## src/rtl/keymap_decoder.sv

```systemverilog
// PS/2 Set-2 scancode decoder for the two players' movement keys; publishes a frame-latched held vector.
// Optional build macro KEYMAP_ESC_CLEAR_EN: a plain Esc (76) make in Idle clears every held bit.
module keymap_decoder #(
    parameter logic [15:0] PREFIX_TIMEOUT = 16'd50000
) (
    input  logic       Clk,
    input  logic       ResetN,
    input  logic       ScanValid,
    input  logic [7:0] ScanCode,
    output logic       ScanReady,
    input  logic       FrameTick,
    output logic [7:0] Keycode,
    output logic [7:0] Held,
    output logic       ProtoErr
);

    typedef enum logic [1:0] {IDLE, EXT, BRK, EXT_BRK} state_t;

    localparam logic [7:0] CODE_EXT = 8'hE0;
    localparam logic [7:0] CODE_BRK = 8'hF0;
    localparam logic [7:0] CODE_ESC = 8'h76;

    state_t      state;
    state_t      state_next;
    state_t      dec_state;
    logic [15:0] pfx_cnt;
    logic        accept;
    logic        timeout;
    logic [7:0]  base_mask;
    logic [7:0]  ext_mask;
    logic [7:0]  held_next;
    logic        proto_err_next;

    assign accept  = ScanValid && ScanReady;
    assign timeout = (state != IDLE) && (pfx_cnt == PREFIX_TIMEOUT);
    // An expiring prefix is abandoned first, so a byte arriving on that cycle starts fresh.
    assign dec_state = timeout ? IDLE : state;

    // NOTE: every always_comb output gets a default before the case, so no latch is inferred.
    always_comb begin
        base_mask = 8'h00;
        case (ScanCode)
            8'h1C:   base_mask = 8'h80;
            8'h23:   base_mask = 8'h40;
            8'h1D:   base_mask = 8'h20;
            8'h1B:   base_mask = 8'h10;
            default: base_mask = 8'h00;
        endcase
    end

    always_comb begin
        ext_mask = 8'h00;
        case (ScanCode)
            8'h6B:   ext_mask = 8'h08;
            8'h74:   ext_mask = 8'h04;
            8'h75:   ext_mask = 8'h02;
            8'h72:   ext_mask = 8'h01;
            default: ext_mask = 8'h00;
        endcase
    end

    // NOTE: sequential state uses non-blocking assignments so every register samples pre-edge values.
    always_ff @(posedge Clk or negedge ResetN) begin
        if (!ResetN) state <= IDLE;
        else         state <= state_next;
    end

    always_comb begin
        state_next = dec_state;
        if (accept) begin
            case (dec_state)
                IDLE: begin
                    if (ScanCode == CODE_EXT)      state_next = EXT;
                    else if (ScanCode == CODE_BRK) state_next = BRK;
                    else                           state_next = IDLE;
                end
                EXT:     state_next = (ScanCode == CODE_BRK) ? EXT_BRK : IDLE;
                default: state_next = IDLE;
            endcase
        end
    end

    always_comb begin
        held_next      = Held;
        proto_err_next = timeout;
        if (accept) begin
            case (dec_state)
                IDLE: begin
                    held_next = Held | base_mask;
`ifdef KEYMAP_ESC_CLEAR_EN
                    if (ScanCode == CODE_ESC) held_next = 8'h00;
`endif
                end
                EXT: begin
                    if (ScanCode == CODE_EXT) proto_err_next = 1'b1;
                    else                      held_next = Held | ext_mask;
                end
                BRK: begin
                    if (ScanCode == CODE_EXT || ScanCode == CODE_BRK) proto_err_next = 1'b1;
                    else                                              held_next = Held & ~base_mask;
                end
                default: begin
                    if (ScanCode == CODE_EXT || ScanCode == CODE_BRK) proto_err_next = 1'b1;
                    else                                              held_next = Held & ~ext_mask;
                end
            endcase
        end
    end

`ifndef KEYMAP_ESC_CLEAR_EN
    // Esc is an ordinary unmapped code in this build.
    logic unused_esc;
    assign unused_esc = ^CODE_ESC;
`endif

    always_ff @(posedge Clk or negedge ResetN) begin
        if (!ResetN) begin
            ScanReady <= 1'b0;
            Held      <= 8'h00;
            Keycode   <= 8'h00;
            ProtoErr  <= 1'b0;
            pfx_cnt   <= 16'd0;
        end else begin
            ScanReady <= 1'b1;
            Held      <= held_next;
            ProtoErr  <= proto_err_next;
            // Keycode takes the pre-update Held, so a byte on the tick cycle waits one frame.
            if (FrameTick) Keycode <= Held;
            if (accept || timeout)  pfx_cnt <= 16'd0;
            else if (state != IDLE) pfx_cnt <= pfx_cnt + 16'd1;
        end
    end

endmodule

```

## config.mk

```make
export PLATFORM = sky130hd
export DESIGN_NAME = keymap_decoder
export DESIGN_NICKNAME = d
export VERILOG_FILES = /design/src/rtl/keymap_decoder.sv
export SDC_FILE = /design/constraint.sdc
export NUM_CORES = 1
export LEC_CHECK = 0
export ABC_AREA = 1
export CORE_ASPECT_RATIO = 2
export CORE_UTILIZATION = 35
export DETAILED_ROUTE_END_ITERATION = 8
export DONT_BUFFER_PORTS = 1
export SLEW_MARGIN = 15
export SYNTH_ARGS = -nofsm -noshare
export SYNTH_HDL_FRONTEND = slang
export SYNTH_SLANG_ARGS = --single-unit
export TNS_END_PERCENT = 30
```

## constraint.sdc

```tcl
create_clock -name Clk -period 1.65 [get_ports Clk]
set_input_delay 0.2475 -clock Clk [delete_from_list [all_inputs] [get_ports Clk]]
set_output_delay 0.2475 -clock Clk [all_outputs]
set_load 0.01 [all_outputs]
```

* Word level (Yosys, flattened, before mapping)
Index checks and enable logic that the tools add are counted.
** Storage, ports and cells
- Bits in registers :: 36
- Latch bits :: 0
- RAM bits :: 0
- Memory bits (read-only) :: 0
- Input port bits :: 12
- Output and inout port bits :: 18
- Logic and storage cells :: 55
- Memories kept :: 0
** Operators by class
- Add/subtract/negate cells :: 1
- Multipliers :: 0
- Divide/modulo/power cells :: 0
- Order comparisons :: 0
- Eq/ne operators :: 16
- Shifts and indexed selects :: 0
- Multiplexer cells :: 18
- Bitwise logic cells :: 6
- Reduce and logical (&&, ||, !) cells :: 8
** Operators by type and width (count)
- $eq 8x7->1 const B :: 4
- $mux 16 :: 2
- $pmux 8 s4 :: 1
- $eq 8x5->1 const B :: 3
- $mux 8 :: 3
- $pmux 8 s3 :: 1
- $add 16x1->16 const B :: 1
- $and 8x8->8 :: 2
- $eq 16x16->1 const B :: 1
- $eq 8x8->1 const B :: 2
- $not 8->8 :: 2
- $or 8x8->8 :: 2
- $pmux 4 s4 :: 1
- $mux 2 :: 5
- $eq 8x6->1 const B :: 1
- $ne 2x2->1 const B :: 2
- $pmux 2 s2 :: 1
- $reduce_and 4->1 :: 1
- $reduce_bool 2->1 :: 2
- $mux 1 :: 3
- $ne 3x1->1 const B :: 1
- $eq 2x1->1 const B :: 1
- $eq 2x2->1 const B :: 1
- $logic_and 1x1->1 :: 2
- 3 further kinds :: 4

* Longest topological paths before layout
Gate-level depths: netlist of run 1.
- Depth after elaboration :: 6
- Gate-level depth with buffers :: 10
- Depth with buffers taken out :: 10

* Least setup slack after synthesis of run 1
OpenSTA, ideal clock, no wires.
- Kind :: reg-to-reg
- Start :: register pfx_cnt[0]
- End :: register pfx_cnt[0]
- Setup time :: 130 ps
- Arrival :: 1341 ps
- Required time :: 1520 ps
- Slack :: 179 ps
- Cell stages (with the launch flop) :: 11
- Path buffers :: 1
- Clock period less this slack :: 1471 ps
- Cells stage by stage :: dfrtp_1 -> inv_1 -> ha_1 -> nand2_1 -> nor2_2 -> nand3_4 -> nand2_2 -> inv_2 -> buf_4 -> nand3_1 -> o21ai_1
** On the way
- Word-level cells in the longest chain between the ends :: 4
- Elaborated cells between the ends (all ways) :: 7
- Classes of those cells :: add/sub (1); eq/ne (1); mux (2); reduce/logical (3)
** Ends and longest elaborated chain
- start, declared :: line 26 : logic [15:0] pfx_cnt;
- start signal, assigned :: line 130 : else if (state != IDLE) pfx_cnt <= pfx_cnt + 16'd1;
- branches (longest 4 deep; another with $add 16x1->16)
Parallel ways; which one is timed is not known. The select of a mux whose other input is x is not followed.
A chain may end at the register's enable or synchronous reset.

* Final worst setup path of run 1
- Start :: register pfx_cnt[0]
- End :: register Held[0]
** On the way
- Word-level cells in the longest chain between the ends :: 6
- Elaborated cells between the ends (all ways) :: 11
- Classes of those cells :: eq/ne (6); mux (2); reduce/logical (3)
** Ends and longest elaborated chain
- $eq 16x16->1 * :: line 35 : assign timeout = (state != IDLE) && (pfx_cnt == PREFIX_TIMEOUT);
- $logic_and 1x1->1 * :: line 35
- $mux 2 * :: line 37 : assign dec_state = timeout ? IDLE : state;
- $eq 2x1->1 (tied with other cells) :: line 87 : case (dec_state)
- $ne 3x1->1 (no source line) or $ne 2x2->1 (tied branches)
- $reduce_and 4->1 (no source line)
- end signal, assigned :: line 125 : Held <= held_next;
- end, declared :: line 13 : output logic [7:0] Held,
Mark *: on every way between the ends. The rest lies on a longest branch, timed or not.

==> qor.csv, run 1 <==
metric,value,unit
Tmin final,1540,ps
Peak supply drop,0.649,mV
WP data required,1810,ps
Worst Hold Slack,53.7,ps
port buffer count,0,
Initial DRC Count,45,
number of synthesized register bits,36,
Hold WC Path Type,input pin to flop,
DR vias/cell,5.11,
cell count after synthesis,306,
Setup CP Type,flop to flop,
Root Buffer,clkbuf_16,
Die Area,6380,um2
max-cap viol count,0,
syn avg cell area,6.92,um2
switching share of total power,23.3,%
post-DR wirelength/cell,13.7,um
"wirelength, routed",5.23,mm
core area,5760,um2
CTS Buf Count,5,
power consumption,2.05,mW
Setup TNS,0,ps
Comb power frac,7.3,%
cell leakage power,1.18,nW
CTS clock-pin slew for the worst setup and hold paths,60,ps
Netlist cell types,27,
GR Util All Layers,18.2,%
top cell type's share of synthesized area,42.6,%
"Arr. time, crit path",1700,ps
Highest Clock Rate,0.649,GHz
RSZ-0062 raised after global routing,yes,
Remaining DRCs,0,
first-pass GRT wire length,9.01,mm
P&R area growth vs syn,16.2,%
Pins Over Slew Limit,0,
total grt overflow,0,
vias in the first global route,2023,
post-synthesis cell area,2120,um2
CP Capture Type,flop,
switching power,477,uW
ratio of cells with drive above 1 in the final layout,12.5,%
"top cells by area, synth","dfrtp_1 (43%), nand2_1 (14%), nor2_1 (8.2%)",
Pint,1.57,mW
GP Congestion,0.799,
DRT Pass-1 Iters,4,
Site Rows,39,
die width,57.0,um
Via Count,1953,
sequential share of power,46.5,%
Hold Fails Final Rpt,0,
Clock Latency Late Sink,270,ps
dominant cell type by area after synthesis,dfrtp_1,
"Max FO, Critical Path",5,
ant diodes,0,
Syn. warnings,0,
final clock skew,2.83,ps
period utilization,93.4,%
Worst setup SP type,flop,
nets,334,
num ports,30,
CTS H-tree depth,2,
Die Ht,112,um
number of routed nets with antenna violations,0,
Synth Net Count,320,
largest net degree at the start of global routing,37,
sequential fraction of the synthesis area,42.6,%
initial antenna violation count,0,
Clock Sink Count,36,
Clk pwr share,46.1,%
TritonCTS clock tree,done,
Starting Density,36.8,%
Clock Path Buffers,2,
pwr dens,833,nW/um2
Setup Viol. Count Final,0,
run status,"complete, no violations",
dpl hpwl,4.10,mm
==> cells by family (layout without fill, tap and decap cells) <==
kind of cell	after synthesis	in the layout	share of synthesized area (%)
AOI/OAI and AO/OA	39	39	9.52
DFF	36	36	42.6
xor gates and xnor gates	1	1	0.414
other	1	1	0.177
and+or+nand+nor	179	179	37.3
buffers and inverters	48	63	8.87
adders and majority gates	2	2	1.18
==> worst paths after layout <==
kind,startpoint,end,slack [ps],depth (start not counted)
setup / recovery,pfx_cnt[0],Held[0],110,9
hold / removal,FrameTick,Keycode[7],50,1
setup reg to reg,pfx_cnt[0],Held[0],110,9
hold reg to reg,pfx_cnt[14],pfx_cnt[14],510,1
max in group asynchronous,ResetN,state[1],1030,2
min in group asynchronous,ResetN,ProtoErr,420,2
==> layer usage <==
layer / vias up / share of wire, % / track usage (%)
met5: - / 0 / 0
met4: 0 / 3.1 / 7.64
met3: 11 / 2.0 / 2.79
met2: 31 / 59 / 35.8
met1: 909 / 36 / 17.8
li1: 1002 / - / -
==> synthesized netlist by cell type <==
master	count
nand4_1	13
nor3_1	7
xor2_1	1
nand3b_1	1
clkinv_1	1
nand2_2	1
and2_1	1
o21ai_0	8
nor3_2	1
buf_4	2
inv_2	2
nand2_4	1
nand3_4	1
ha_1	2
clkbuf_1	2
o21ai_2	1
conb_1	1
dfrtp_1	36
a21oi_1	20
nor2_2	4
nor2_1	46
nand2_1	81
or2_2	2
inv_1	41
nand3_1	20
o21ai_1	9
o211ai_1	1
==> cell usage in the layout, fill, tap and decap left out, drive strengths merged <==
cell / instances
xor2: 1
or2: 2
dfrtp: 36
nand4: 13
inv: 43
nand3: 21
o21ai: 18
a21oi: 20
nand3b: 1
clkbuf: 8
nor2: 50
and2: 1
ha: 2
o211ai: 1
conb: 1
buf: 10
clkinv: 1
dlygate4sd3: 1
nor3: 8
nand2: 83
==> metrics by stage <==
step                instances  util (%)  setup slack (ps)  area [um2]
global placement          371      38.7              70.4        2230
floorplan                 306         -               179        2120
detailed placement        371      38.7              28.1        2230
finish                    382      42.7               109        2460
CTS                       381      41.8              11.7        2410
global route              382      42.7             -8.25        2460
==> cell type report <==
class	count	area [um2]
multi-input cells	222	1070
flip-flops and latches	36	902
well taps	61	76.3
inverters	44	168
fillers	620	3300
clock buffers	8	146
repair buffers	11	97.6
==> power by group through the flow <==
stage | clock, mW | sequential [mW] | combinational, mW
final | 0.945 | 0.954 | 0.151
after global routing | 0.986 | 0.958 | 0.177
after CTS | 0.965 | 0.954 | 0.149
after detailed placement | 0 | 0.968 | 0.123
after global placement | 0 | 0.969 | 0.121
after floorplan | 0 | 0.963 | 0.0990
==> registers in the layout, indices dropped and copies added, names as in the netlist <==
register and count:
Held 8, Keycode 8, ProtoErr 1, ScanReady 1, pfx_cnt 16, state 2
==> critical path, cell delays in order (launching register included) <==
cell     delay [ps]
dfrtp_1         400
inv_2            80
ha_2            180
nand2_1          80
nor2_2          130
nand3_4         140
nand3_2         140
nand3_2         130
nand2_1          80
nand2_1          60
==> timing repair <==
action,4_1_cts,5_1_grt
setup buffers,0,1
hold buffers,2,0
endpoints found under the setup margin,0,13
resized for setup,0,15
endpoints found under the hold margin,36,0
(Power assumes the default switching activity.)
==> inputs of run 2 (changes only) <==
Settings changed: GPL_ROUTABILITY_DRIVEN set to 1.
==> results of run 2 <==
No change in the layout: final DEF, timing and power equal those of run 1.
==> inputs of run 3 (changes only) <==
Settings changed: CORE_ASPECT_RATIO 2 to 0.7, CTS_CLUSTER_DIAMETER set to 80.
==> run 3 against run 2 <==
Register-to-register slack is essentially flat. Global-route usage is 1.7 points lower. Sequential power about the same. Clock-buffer cell count down 2. Routed wire length fell by 3.9%. Largest cell class unchanged.
==> qor.csv, run 3 (synthesis results as in run 1) <==
metric,value,unit
Highest Clock Rate,0.645,GHz
crit path to,Held[4],
worst r2r dst,Held[4],
Setup Viol. Count Final,0,
die width,95.0,um
ratio of cells with drive above 1 in the final layout,14.6,%
port buffer count,0,
core area,5780,um2
Site Rows,23,
Largest Register,pfx_cnt,
Remaining DRCs,0,
DRT Pass-1 Iters,4,
Initial DRC Count,67,
max-cap viol count,0,
DP Area,2250,um2
hold depth,1,
Clock Path Buffers,2,
Pins Over Slew Limit,0,
pwr dens,749,nW/um2
CP startpoint,pfx_cnt[11],
RR Startpoint,pfx_cnt[11],
Largest register FFs,16,
Top Registers,"pfx_cnt (16), Held (8), Keycode (8)",
WP data required,1880,ps
final clock skew,8.66,ps
total grt overflow,0,
register-to-register setup slack,100,ps
Tmin final,1550,ps
most frequent cells in the layout,"nand2_1 (76), nor2_1 (43), inv_1 (38)",
dpl hpwl,3.75,mm
power consumption,1.89,mW
CTS Buf Count,5,
initial antenna violation count,0,
number of routed nets with antenna violations,0,
TritonCTS clock tree,done,
ant diodes,0,
P&R area growth vs syn,18.9,%
CTS H-tree depth,2,
largest net degree at the start of global routing,37,
Worst setup SP type,flop,
Starting Density,36.6,%
run status,"complete, no violations",
Die Ht,67.1,um
Clock Sink Count,36,
cell leakage power,1.18,nW
Worst Reg2Reg Path Length in Cells,8,
post-DR wirelength/cell,12.7,um
vias in the first global route,1652,
Hold Fails Final Rpt,0,
"Max FO, Critical Path",6,
Worst Hold Slack,34.4,ps
Hold WC Path Type,input pin to flop,
"most common cell after layout, fill and taps aside",nand2_1,
GP Congestion,0.795,
CTS clock-pin slew for the worst setup and hold paths,80,ps
min-delay src,FrameTick,
Peak supply drop,0.292,mV
post-route cell area,2520,um2
Root Buffer,clkbuf_8,
Die Area,6370,um2
"wirelength, routed",5.03,mm
"Arr. time, crit path",1780,ps
Via Count,1890,
Final Util,43.5,%
nets,335,
first-pass GRT wire length,7.95,mm
DR vias/cell,4.76,
CP Capture Type,flop,
Setup CP Type,flop to flop,
Clock Latency Late Sink,290,ps
period utilization,93.9,%
num ports,30,
RSZ-0062 raised after global routing,yes,
GR Util All Layers,16.5,%
-- run 3: changes by cell type in the layout (fill, tap and decap cells not counted), moves of 2 or more --
cell | before | now
nand2_4 | 0 | 3
clkbuf_16 | 5 | 0
nand3_4 | 1 | 4
nand2_1 | 78 | 76
clkbuf_8 | 1 | 5
nand3_2 | 3 | 0
nor2_4 | 1 | 3
nor2_1 | 45 | 43
-- run 3: worst min-delay path by stage --
stage / endpoint / slack (ps)
after floorplan: Held[0] / -50
after global placement: Keycode[0] / -50
after detailed placement: Keycode[1] / -50
after CTS: Keycode[7] / 30
after global routing: Keycode[7] / 20
final: Keycode[4] / 30
-- run 3: repair_timing --
item                       in CTS  in global routing
gates resized for setup         0                 28
setup buffers                   0                  1
hold buffers                    2                  0
hold endpoints to repair       36                  0
setup endpoints to repair       0                 10
-- run 3: per-layer routing --
metal / GRT usage, % / part of all wire (%) / wire length [um] / vias to the layer above
met3: 5.02 / 5.0 / 250 / 2
li1: - / - / - / 1005
met1: 26.3 / 56 / 2790 / 850
met5: 0 / 0 / 0 / -
met4: 4.55 / 0.46 / 23 / 0
met2: 20.0 / 39 / 1960 / 33
-- run 3: final cells by class --
class,instances,area (um2)
Multi-Input combinational cell,223,1150
Clock inverter,2,35.0
Sequential cell,36,901
Timing Repair Buffer,11,97.6
Clock buffer,6,72.6
Fill cell,587,3270
Inverter,44,170
Tap cell,75,93.8
-- run 3: stage by stage --
stage	setup TNS (ps)	std cells	setup WS (ps)
global placement	0	385	77.1
detailed placement	0	385	60.7
finish	0	397	100
global route	-102	397	-39.3
CTS	0	395	40.2
floorplan	0	306	179
-- run 3: where the power goes --
group	internal, mW	total (mW)	leakage, nW	switching [mW]
clock network	0.449	0.780	0.0552	0.331
logic	0.0567	0.154	0.634	0.0975
registers	0.912	0.951	0.488	0.0388
-- run 3: worst max-delay path, stage by stage, from the launching register on --
cell     delay, ps
dfrtp_1        430
nor2_1         180
and2_4         190
nand3_4        180
nand3_4        190
inv_4           50
nor2_4         140
nand2_2         80
nand2_2         60
